--- src/rtl/ad_nios_counter_pkg.sv ---
// rtl/ad_nios_counter_pkg.sv - shared constants, one-shot state type and terminal-value helper
package ad_nios_counter_pkg;

   localparam int MODE_FREE_RUN = 0;
   localparam int MODE_ONE_SHOT = 1;

   typedef enum logic [1:0] {
      OS_IDLE = 2'd0,
      OS_RUN  = 2'd1,
      OS_HALT = 2'd2
   } os_state_t;

   // Highest count value: MODULUS-1, or all ones when the modulus is the natural 2**width.
   function automatic logic [31:0] terminal_value(input int width, input longint unsigned modulus);
      longint unsigned top;
      if (modulus == 64'd0)
         top = (64'd1 << width) - 64'd1;
      else
         top = modulus - 64'd1;
      return top[31:0];
   endfunction

endpackage

--- src/rtl/ad_nios_counter_snap.sv ---
// rtl/ad_nios_counter_snap.sv - snapshot register with valid/ack handshake
import ad_nios_counter_pkg::*;

module ad_nios_counter_snap #(
   parameter int WIDTH = 16
) (
   input  logic             clk,
   input  logic             aclr,
   input  logic             ena,
   input  logic             capture,
   input  logic             snap_ack,
   input  logic [WIDTH-1:0] din,
   output logic [WIDTH-1:0] snap_data,
   output logic             snap_valid
);

   // A capture always wins over an ack; ack clears valid even while ena is low.
   always_ff @(posedge clk or posedge aclr) begin
      if (aclr) begin
         snap_data  <= '0;
         snap_valid <= 1'b0;
      end else if (ena && capture) begin
         snap_data  <= din;
         snap_valid <= 1'b1;
      end else if (snap_ack && snap_valid) begin
         snap_valid <= 1'b0;
      end
   end

endmodule

--- src/rtl/ad_nios_param_counter.sv ---
// rtl/ad_nios_param_counter.sv - parametrised up/down modulus counter stage with one-shot and snapshot
import ad_nios_counter_pkg::*;

module ad_nios_param_counter #(
   parameter int          WIDTH       = 16,
   parameter longint      MODULUS     = 0,
   parameter logic [31:0] POWER_UP    = 32'd0,
   parameter int          MODE        = 0,
   parameter int          CIN_USED    = 0,
   parameter int          UPDOWN_USED = 1
) (
   input  logic             clk,
   input  logic             aclr,
   input  logic             ena,
   input  logic             cin,
   input  logic             sclr,
   input  logic             sload,
   input  logic [WIDTH-1:0] load_data,
   input  logic             up_dn,
   input  logic             capture,
   input  logic             snap_ack,
   output logic [WIDTH-1:0] regout,
   output logic             cout,
   output logic             tc,
   output logic             done,
   output logic [WIDTH-1:0] snap_data,
   output logic             snap_valid
);

   if (WIDTH < 2 || WIDTH > 32) begin : g_bad_width
      $error("ad_nios_param_counter: WIDTH must be 2..32");
   end
   if (MODULUS < 0 || MODULUS > (64'sd1 <<< WIDTH)) begin : g_bad_modulus
      $error("ad_nios_param_counter: MODULUS must be 0..2**WIDTH");
   end

   localparam logic [31:0]      TOP32    = terminal_value(WIDTH, MODULUS);
   localparam logic [WIDTH-1:0] TOP      = TOP32[WIDTH-1:0];
   localparam logic [WIDTH-1:0] PU       = POWER_UP[WIDTH-1:0];
   localparam bit               ONE_SHOT = (MODE == MODE_ONE_SHOT);

   os_state_t        state;
   logic             count_up;
   logic             cnt_en;
   logic             at_terminal;
   logic [WIDTH-1:0] next_count;
   logic [WIDTH-1:0] load_clamped;

   // Direction, enable qualification, terminal detect and the next stepped value.
   always_comb begin
      count_up     = (UPDOWN_USED != 0) ? up_dn : 1'b1;
      cnt_en       = ena & ((CIN_USED != 0) ? cin : 1'b1) & (state == OS_RUN);
      at_terminal  = count_up ? (regout == TOP) : (regout == '0);
      next_count   = regout;
      if (count_up)
         next_count = at_terminal ? '0 : regout + WIDTH'(1);
      else
         next_count = at_terminal ? TOP : regout - WIDTH'(1);
      load_clamped = (load_data > TOP) ? TOP : load_data;
   end

   assign cout = cnt_en & at_terminal;

   // Count register, terminal pulse and one-shot state; sclr > sload > count, all gated by ena.
   always_ff @(posedge clk or posedge aclr) begin
      if (aclr) begin
         regout <= PU;
         tc     <= 1'b0;
         done   <= 1'b0;
         state  <= ONE_SHOT ? OS_IDLE : OS_RUN;
      end else begin
         tc <= 1'b0;
         if (ena) begin
            if (sclr) begin
               regout <= '0;
               if (ONE_SHOT) begin
                  state <= OS_RUN;
                  done  <= 1'b0;
               end
            end else if (sload) begin
               regout <= load_clamped;
               if (ONE_SHOT) begin
                  state <= OS_RUN;
                  done  <= 1'b0;
               end
            end else if (cnt_en) begin
               tc <= at_terminal;
               if (ONE_SHOT && at_terminal) begin
                  state <= OS_HALT;
                  done  <= 1'b1;
               end else begin
                  regout <= next_count;
               end
            end
         end
      end
   end

   ad_nios_counter_snap #(
      .WIDTH(WIDTH)
   ) u_snap (
      .clk        (clk),
      .aclr       (aclr),
      .ena        (ena),
      .capture    (capture),
      .snap_ack   (snap_ack),
      .din        (regout),
      .snap_data  (snap_data),
      .snap_valid (snap_valid)
   );

endmodule

--- config.mk ---
export PLATFORM = sky130hd
export DESIGN_NAME = ad_nios_param_counter
export DESIGN_NICKNAME = d
export VERILOG_FILES = /design/src/rtl/ad_nios_counter_pkg.sv /design/src/rtl/ad_nios_counter_snap.sv /design/src/rtl/ad_nios_param_counter.sv
export SDC_FILE = /design/constraint.sdc
export NUM_CORES = 1
export LEC_CHECK = 0
export CAP_MARGIN = 25
export CORE_MARGIN = 2
export CORE_UTILIZATION = 55
export DETAILED_ROUTE_END_ITERATION = 8
export DONT_BUFFER_PORTS = 1
export GPL_TIMING_DRIVEN = 0
export PLACE_DENSITY = 0.7
export SETUP_SLACK_MARGIN = 0.15
export SLEW_MARGIN = 20
export SYNTH_ARGS = -nofsm -noshare
export SYNTH_HDL_FRONTEND = slang
export SYNTH_SLANG_ARGS = --single-unit
--- constraint.sdc ---
create_clock -name clk -period 1.2 [get_ports clk]
set_input_delay 0.3 -clock clk [delete_from_list [all_inputs] [get_ports clk]]
set_output_delay 0.3 -clock clk [all_outputs]
set_load 0.005 [all_outputs]
# After elaboration in Yosys (flattened, before gate mapping)
# Index checks and enable logic that the tools add are counted.
[totals]
reg_bits = 34
inputBits = 25
output_inout_bits = 36
word_cells = 31
[classes]
addsub = 2
magnitude_cmp = 1
n_eq_ne = 2
muxes = 14
bitwise_logic = 2
reduce_logical = 6
[op_table]
columns = ["cell", "n"]
rows = [
  ["16-bit two-way mux", 7],
  ["16-bit by 1-bit adder with 16-bit output (second input constant)", 1],
  ["16-bit equality test (second input constant)", 1],
  ["16-bit greater-than comparator (second input constant)", 1],
  ["16-bit zero test", 1],
  ["16-bit by 1-bit subtractor with 16-bit output (second input constant)", 1],
  ["1-bit two-way mux", 7],
  ["3-bit nonzero test", 1],
  ["1-bit bitwise AND", 2],
  ["2-bit by 1-bit equality test with 1-bit output (second input constant)", 1],
  ["1-bit logical AND", 2],
  ["2-bit AND reduction", 1],
  ["2-bit nonzero test", 1],
]

# Logic depth before layout (Yosys ltp)
# Gate-level depths: netlist of the first run.
[logic_depth]
depth_word = 7
depth_mapped = 4

# Cells and area by module
# A second synthesis of the first run with hierarchy kept.
[hier_totals]
hier_cells = 86
area_unflattened_um2 = 1336.3
[by_module_without_submodules]
columns = ["module", "n_inst", "cells_per_inst", "area_each_um2"]
rows = [
  ["ad_nios_counter_snap", 1, 38, 683.2],
  ["ad_nios_param_counter", 1, 48, 653.1],
]

# Worst setup path before layout of the first run
# OpenSTA, ideal clock, no wires.
[synth_path]
path_type = "input to register"
from = "in ena"
to = "reg regout[0]"
arrival_time_ps = 946
setup_slack_ps = 133
path_stages = 4
cell_sequence = "and3b_1 buf_6 buf_6 a22o_2"
[synth_between]
elab_chain_len = 3
[synth_rtl]
columns = ["item", "line_no", "source"]
rows = [
  ["from (decl)", "ad_nios_param_counter.sv:14", "input logic ena,"],
  ["1-bit bitwise AND", "ad_nios_param_counter.sv:52", "cnt_en = ena & ((CIN_USED != 0) ? cin : 1'b1) & (state == OS_RUN);"],
  ["3-bit nonzero test (no line)", "-", ""],
  ["2-bit AND reduction (no line) (*)", "-", ""],
  ["to (signal assigned)", "ad_nios_param_counter.sv:81", "regout <= load_clamped;"],
  ["to (signal assigned)", "ad_nios_param_counter.sv:92", "regout <= next_count;"],
  ["to (decl)", "ad_nios_param_counter.sv:22", "output logic [WIDTH-1:0] regout,"],
]
# Every way passes the cells marked *; elsewhere a longest branch is shown, timed or not.
# A chain may end at the register's enable or synchronous reset.

# Worst setup path in the final report of the first run
[layout_path]
from = "reg regout[15]"
to = "out regout[15]"
# No word-level cell between the ends.

==> metrics, run 1 <==
status=finished clean; Final setup viols=0; Worst R2R Path Depth=1; Critical Path RT=0.90 ns; Yosys warnings=3; startpoint types=flip-flop; Rows=17; grt ovf=0; clock buffer depth=2; Slew Limit Fails=0; layout cell share with drive strength beyond 1=0.473; Placed Area=approximately 0.0013 sq mm; chip height=52.1 microns; Yosys top cell by area=dfrtp_1; HPWL Detailed=1.54 mm; Hold Path Origin=snap_ack; DRC=0; class of the worst hold path=primary input to flip-flop; period utilization=0.872; Post-Route WL=about 2.2 mm; DR pass1 iterations=3; max-cap check violation count=0; Endpoint, Worst Hold=u_snap.snap_valid$_DFFE_PP0P_; via count=681; WHS Path Cells=1; die area=around 0.0027 sq mm; Core ar.=between 0.002 and 0.0025 sq mm; Top Ports=61; Power Dens Cells=roughly 1500 mW/mm^2; Layout Area Growth over Synthesis=8.05%; Reg-to-Reg Start=regout[15]$_DFFE_PP0P_; iteration-0 DRC count of the detailed router=9; cell area after synthesis=about 0.0013 sq mm; peak supply drop=1.16 mV; diode count=0; Worst-Margin Slew=0.551 ns; Post-CTS Setup Repair Bufs=0; LEAKAGE=0.695 nW; I/O Buffers=0; gr usage total=0.179; Num CTS Buffers=5; Yosys reg bits=33; clk slew on worst S/H paths=0.09 ns; synth top area cells=dfrtp_1 65%, mux2_2 14%, a22o_2 10%; routed vias/inst=between 5 and 6; Clock Latency Late Sink=0.32 ns; Finished Cell Area=0.00138 sq mm; RSZ-0062 raised after global routing=true; final RePlAce weighted congestion=about 0.59; Final Hold Slack=0.0770 ns; Die Span X=52.1 microns; relative slew slack=0.630; initial antenna violation count=0; share of the synthesized area in the top cell type=0.648; FMAX=about 960 MHz; Final #Nets=115; CP Depth=0; Routed Antenna Nets=0; # H-tree levels=2; Yosys cell types=14; Critical Path AT=0.75 ns; Num Clock Sinks=33; R2R Path End=u_snap.snap_data[15]$_DFFE_PP0P_; Syn Area/Cell=15.9 sq um; Starting Density=0.576; Post-Syn Instances=80; Hold Vio Cnt, Final=0; crit path max fanout=3; CTS tree=yes; R2R setup slack=roughly 0.39 ns; post-DR wirelength/cell=roughly 19 microns; clock skew=0.00587 ns; first-pass GRT wire length=3.28 mm; Tmin final=approximately 1.0 ns; crit path kind=flip-flop to output port; register area share after synthesis=0.648; Crit. End Element=output port; Root Buffer=clkbuf_4; largest net degree at the start of global routing=34; vias in the first global route=682
layout by cell type, fill, tap and decap left out, drive strengths merged, types with 2 or more instances in the layout:
| cell type | netlist | final |
|---|---|---|
| a22o | 15 | 15 |
| mux2 | 16 | 16 |
| buf | 7 | 7 |
| o21ai | 2 | 2 |
| conb | 1 | 3 |
| dfrtp | 33 | 33 |
| clkbuf | 0 | 8 |
registers in the layout, indices dropped and copies added (netlist names):
| signal | flops |
|---|---|
| regout | 16 |
| u_snap.snap_data | 16 |
| u_snap.snap_valid | 1 |
worst max path at each step:
stage	startpoint	endpoint	slack [ns]
2_1_floorplan	ena	regout[0]$_DFFE_PP0P_	0.13
3_3_place_gp	aclr	regout[13]$_DFFE_PP0P_	-0.08
3_5_place_dp	sclr	regout[0]$_DFFE_PP0P_	0.01
4_1_cts	regout[13]$_DFFE_PP0P_	regout[13]	0.14
5_1_grt	regout[13]$_DFFE_PP0P_	regout[13]	0.12
6_report	regout[15]$_DFFE_PP0P_	regout[15]	0.15
per-layer routing:
metal  vias up  wire length [microns]  track usage
met2        32                   1130        0.283
li1        303                      -            -
met1       342                    875        0.202
met4         0                     34        0.115
met3         4                    166       0.0690
met5         -                      0            0
layout make-up:
cell class / count / area (sq um)
fill: 179 / 835
sequential: 33 / 826
multi-input combinational: 40 / 382
buffer: 7 / 67.6
clock buffer: 8 / 48.8
tap: 28 / 35.0
timing repair buffer: 1 / 10.0
inverter: 2 / 8.76
power breakdown:
group / switching (mW) / internal (mW) / leakage (nW)
sequential: 0.0930 / 1.22 / 0.439
combinational: 0.0817 / 0.117 / 0.229
clock: 0.325 / 0.233 / 0.0265
through the flow:
step,util,worst slack (ns),power [mW],TNS (ns),instances
finish,0.623,0.154,2.07,0,119
global route,0.623,0.125,2.17,0,119
CTS,0.622,0.144,2.10,0,119
detailed placement,0.596,0.0143,1.54,0,110
global placement,0.596,-0.0785,1.53,-2.56,110
floorplan,-,0.133,1.48,0,82
cells by family after synthesis:
kind of cell	synth area share
flip-flops	0.648
AO/OA/AOI/OAI	0.131
multiplexers	0.141
buffers and inverters	0.0589
AND/OR/NAND/NOR	0.0177
other	0.00294
what timing repair did:
item,in CTS,in global routing
gates resized for setup,0,1
hold endpoints to repair,33,0
cloned,0,0
endpoints found under the setup margin,3,60
hold buffers,1,0
synthesized netlist by cell type, drive strengths merged:
master and instances:
and3b 1, and2b 1, a32o 1, buf 7, mux2 16, conb 1, o21ai 2, nand2 1
inv 2, a22o 15, dfrtp 33
No activity file was read; power rests on OpenSTA's default activity.
==> run 2: changes to the inputs <==
--- a/config.mk
+++ b/config.mk
@@ -8,6 +8,7 @@
 export CAP_MARGIN = 25
 export CORE_MARGIN = 2
 export CORE_UTILIZATION = 55
+export CTS_BUF_LIST = sky130_fd_sc_hd__clkbuf_16
 export DETAILED_ROUTE_END_ITERATION = 8
 export DONT_BUFFER_PORTS = 1
 export GPL_TIMING_DRIVEN = 0
==> metrics, run 2 (synthesis gave the netlist of run 1 again) <==
status=finished clean; Routed Antenna Nets=0; grt ovf=0; HPWL Detailed=1.54 mm; Clock Latency Late Sink=0.27 ns; Final Util=0.657; layout cell share with drive strength beyond 1=0.478; DRC=0; iteration-0 DRC count of the detailed router=7; Post-Route WL=2.22 mm; clk slew on worst S/H paths=0.05 ns; non-filler instance count after layout=118; Starting Density=0.576; Critical Path AT=0.68 ns; class of the worst hold path=primary input to async pin; Reg-to-Reg Start=regout[15]$_DFFE_PP0P_; LEAKAGE=0.742 nW; period utilization=0.816; Post-CTS Setup Repair Bufs=0; Power Dens Cells=about 1800 mW/mm^2; Num Clock Sinks=33; via count=679; Crit. End Element=output port; vias in the first global route=roughly 680; Top Ports=61; final RePlAce weighted congestion=around 0.59; Die Span X=~52 microns; Rows=17; clock skew=between 0.0006 and 0.0007 ns; gr usage total=0.180; Num CTS Buffers=5; R2R setup slack=around 0.4 ns; RSZ-0062 raised after global routing=false; Hold Vio Cnt, Final=0; commonest non-fill, non-tap cell in the layout=dfrtp_1; Core ar.=roughly 0.0022 sq mm; Largest regs=regout x16, u_snap.snap_data x16, u_snap.snap_valid x1; CTS tree=yes; Worst-Margin Slew=0.653 ns; Worst R2R Path Depth=1; most frequent cells in the layout=33 x dfrtp_1, 16 x mux2_2, 13 x a22o_2, 5 x clkbuf_16; die area=0.00272 sq mm; peak supply drop=1.11 mV; R2R Path End=u_snap.snap_data[15]$_DFFE_PP0P_; routed vias/inst=5.75; Layout Area Growth over Synthesis=14.0%; clock buffer depth=2; relative slew slack=0.564; DR pass1 iterations=4; post-DR wirelength/cell=~19 microns; Tmin final=0.979 ns; crit path max fanout=3; Tot Pwr=approximately 2.6 mW; startpoint types=flip-flop; diode count=0; initial antenna violation count=0; I/O Buffers=0; CTS resizes=0; FMAX=about 1000 MHz; crit path kind=flip-flop to output port; placed cell count=110; Final #Nets=114; chip height=52.1 microns; # H-tree levels=2; first-pass GRT wire length=3.26 mm; largest net degree at the start of global routing=34; Slew Limit Fails=0; Post-CTS Hold Fix Bufs=0; max-cap check violation count=0; Final setup viols=0; Critical Path RT=0.90 ns; Root Buffer=clkbuf_16
run 2: cell count changes in the layout (fill, tap and decap cells not counted):
cell / change
clkbuf_4: -5
dlygate4sd3_1: -1
clkbuf_16: +5
clkinv_2: -1
inv_2: +1
inv_1: +3
clkbuf_1: -3
run 2: worst max path at each step:
stage,depth (start not counted),end,start,slack [ns]
after detailed placement,3,regout[0]$_DFFE_PP0P_,sclr,0.01
after CTS,0,regout[15],regout[15]$_DFFE_PP0P_,0.21
after global placement,1,regout[13]$_DFFE_PP0P_,aclr,-0.08
final,0,regout[15],regout[15]$_DFFE_PP0P_,0.22
after floorplan,4,regout[0]$_DFFE_PP0P_,ena,0.13
after global routing,0,regout[7],regout[7]$_DFFE_PP0P_,0.20
run 2: per-stage QoR:
stage,setup TNS (ns),hold WS (ns),setup slack (ns),area (sq um)
floorplan,0,0.396,0.133,1280
global placement,-2.56,0.404,-0.0785,1320
detailed placement,0,0.315,0.0143,1320
CTS,0,0.0286,0.214,1450
global route,0,0.0659,0.202,1450
finish,0,0.00657,0.221,1450
run 2: area by class of cell:
| type | count | area [sq um] |
|---|---|---|
| Multi-Input combinational cell | 40 | 382 |
| Sequential cell | 33 | 826 |
| Clock inverter | 3 | 11.3 |
| Fill cell | 162 | 758 |
| Tap cell | 28 | 35.0 |
| Buffer | 7 | 67.6 |
| Inverter | 2 | 7.51 |
| Clock buffer | 5 | 125 |
run 2: per-layer routing:
metal	vias up	share of wire	track usage
met5	-	0	0
met4	0	0.015	0.128
met3	4	0.082	0.0690
met2	35	0.49	0.276
met1	341	0.41	0.203
li1	299	-	-
run 2: power breakdown:
group | internal [mW] | switching, mW | leakage, nW
Combinational | 0.115 | 0.0802 | 0.225
Sequential | 1.23 | 0.0931 | 0.439
Clock | 0.742 | 0.392 | 0.0776
==> run 3: changes to the inputs <==
--- a/config.mk
+++ b/config.mk
@@ -7,12 +7,12 @@
 export LEC_CHECK = 0
 export CAP_MARGIN = 25
 export CORE_MARGIN = 2
-export CORE_UTILIZATION = 55
+export CORE_UTILIZATION = 54
 export CTS_BUF_LIST = sky130_fd_sc_hd__clkbuf_16
 export DETAILED_ROUTE_END_ITERATION = 8
 export DONT_BUFFER_PORTS = 1
 export GPL_TIMING_DRIVEN = 0
-export PLACE_DENSITY = 0.7
+export PLACE_DENSITY = 0.72
 export SETUP_SLACK_MARGIN = 0.15
 export SLEW_MARGIN = 20
 export SYNTH_ARGS = -nofsm -noshare
==> constraint.sdc (replaced) <==
create_clock -name clk -period 0.9 [get_ports clk]
set_input_delay 0.225 -clock clk [delete_from_list [all_inputs] [get_ports clk]]
set_output_delay 0.225 -clock clk [all_outputs]
set_load 0.005 [all_outputs]
==> metrics, run 3 (synthesis gave the netlist of run 1 again) <==
status=complete, but fails checks; failing checks=hold timing, setup timing; vias in the first global route=between 700 and 800; logic gate share of total power=0.074; crit path max fanout=3; Root Buffer=clkbuf_16; Critical Path RT=0.67 ns; peak supply drop=around 2.0 mV; iteration-0 DRC count of the detailed router=5; max-cap check violation count=0; Top Ports=approximately 60; Core ar.=between 0.002 and 0.0025 sq mm; initial antenna violation count=0; Num Clock Sinks=33; DRC=0; diode count=0; gr usage total=0.194; commonest non-fill, non-tap cell in the layout=dfrtp_1; Final #Nets=about 110; Int Pwr=3.09 mW; final RePlAce weighted congestion=0.627; via count=slightly below 700; crit path kind=flip-flop to output port; first-pass GRT wire length=3.63 mm; HPWL Detailed=1.65 mm; DR pass1 iterations=3; routed vias/inst=5.83; sequential power share=0.455; met3 wire len=~230 microns; die area=0.00277 sq mm; most frequent cells in the layout=33 x dfrtp_1, 13 x a22o_2, 10 x mux2_2, 6 x mux2_4, 5 x clkbuf_16; startpoint types=flip-flop; class of the worst hold path=primary input to async pin; Largest regs=regout x16, u_snap.snap_data x16, u_snap.snap_valid x1; Worst-Margin Slew=0.692 ns; I/O Buffers=0; post-DR wirelength/cell=~20 microns; largest net degree at the start of global routing=34; RSZ-0062 raised after global routing=true; Final Util=0.691; Starting Density=0.576; Clock Latency Late Sink=0.27 ns; Final WS setup=-0.0153 ns; Tot Pwr=3.88 mW; met2 wire length=1.17 mm; clock buffer depth=2; Power Dens Cells=around 2500 mW/mm^2; # H-tree levels=2; Clock Power Share=0.470; Final setup viols=8; CTS tree=yes; FMAX=between 1000 and 1500 MHz; Routed Antenna Nets=0; sw frac=0.202; uppermost layer routed=met4; Crit. End Element=output port; relative slew slack=0.538; clk slew on worst S/H paths=0.05 ns; Critical Path AT=0.69 ns; sw power=784 uW; Tmin final=0.915 ns; Die Span X=52.6 microns; Post-Route WL=2.34 mm; Place WS=-0.113 ns; met1 wire length=896 microns; Layout Area Growth over Synthesis=19.8%; Final Hold Slack=-0.0743 ns; Slew Limit Fails=0; period utilization=1.02; Rows=17; grt ovf=0; chip height=52.6 microns; Num CTS Buffers=5; non-filler instance count after layout=118; placed cell count=110; Hold Vio Cnt, Final=33; clock skew=about 0.00030 ns; layout cell share with drive strength beyond 1=0.500; LEAKAGE=slightly below 0.8 nW
-- run 3: timing repair --
item / 4_1_cts / 5_1_grt
setup buffers: 0 / 0
endpoints found under the hold margin: 33 / 33
resized for setup: 0 / 1
setup endpoints to repair: 55 / 62
pin swaps: 6 / 9
-- run 3: cell type report --
type,instances,area [sq um]
Sequential cell,33,826
Inverter,2,11.3
Buffer,7,71.3
Fill cell,156,684
Tap cell,28,35.0
Clock buffer,5,125
Clock inverter,3,37.5
Multi-Input combinational cell,40,422
-- run 3: per-stage QoR --
| step | instance area, sq um | TNS [ns] |
|---|---|---|
| after global routing | 1530 | -0.401 |
| after detailed placement | 1360 | -1.24 |
| after global placement | 1360 | -1.16 |
| final | 1530 | -0.0369 |
| after floorplan | 1330 | -0.701 |
| after CTS | 1520 | -0.118 |
-- run 3: worst paths after layout --
kind / start / end / slack, ns / cells past startpoint
max: regout[2]$_DFFE_PP0P_ / regout[2] / -0.02 / 0
min: aclr / u_snap.snap_valid$_DFFE_PP0P_ / -0.07 / 1
max reg2reg: regout[2]$_DFFE_PP0P_ / u_snap.snap_data[2]$_DFFE_PP0P_ / 0.09 / 1
min reg2reg: u_snap.snap_data[3]$_DFFE_PP0P_ / u_snap.snap_data[3]$_DFFE_PP0P_ / 0.53 / 1
max in group asynchronous: aclr / u_snap.snap_data[8]$_DFFE_PP0P_ / 0.59 / 1
min in group clk: snap_ack / u_snap.snap_valid$_DFFE_PP0P_ / 0.05 / 1
-- run 3: routing by layer --
metal  vias to the layer above  GRT usage
li1                        299          -
met3                         5     0.0886
met4                         0      0.115
met5                         -          0
met1                       343      0.213
met2                        41      0.306
-- run 3: power by group through the flow --
stage	combinational (mW)	clock [mW]	sequential [mW]
3_3_place_gp	0.281	0	1.78
2_1_floorplan	0.254	0	1.75
6_report	0.288	1.82	1.77
5_1_grt	0.317	1.92	1.79
4_1_cts	0.291	1.87	1.77
3_5_place_dp	0.290	0	1.79
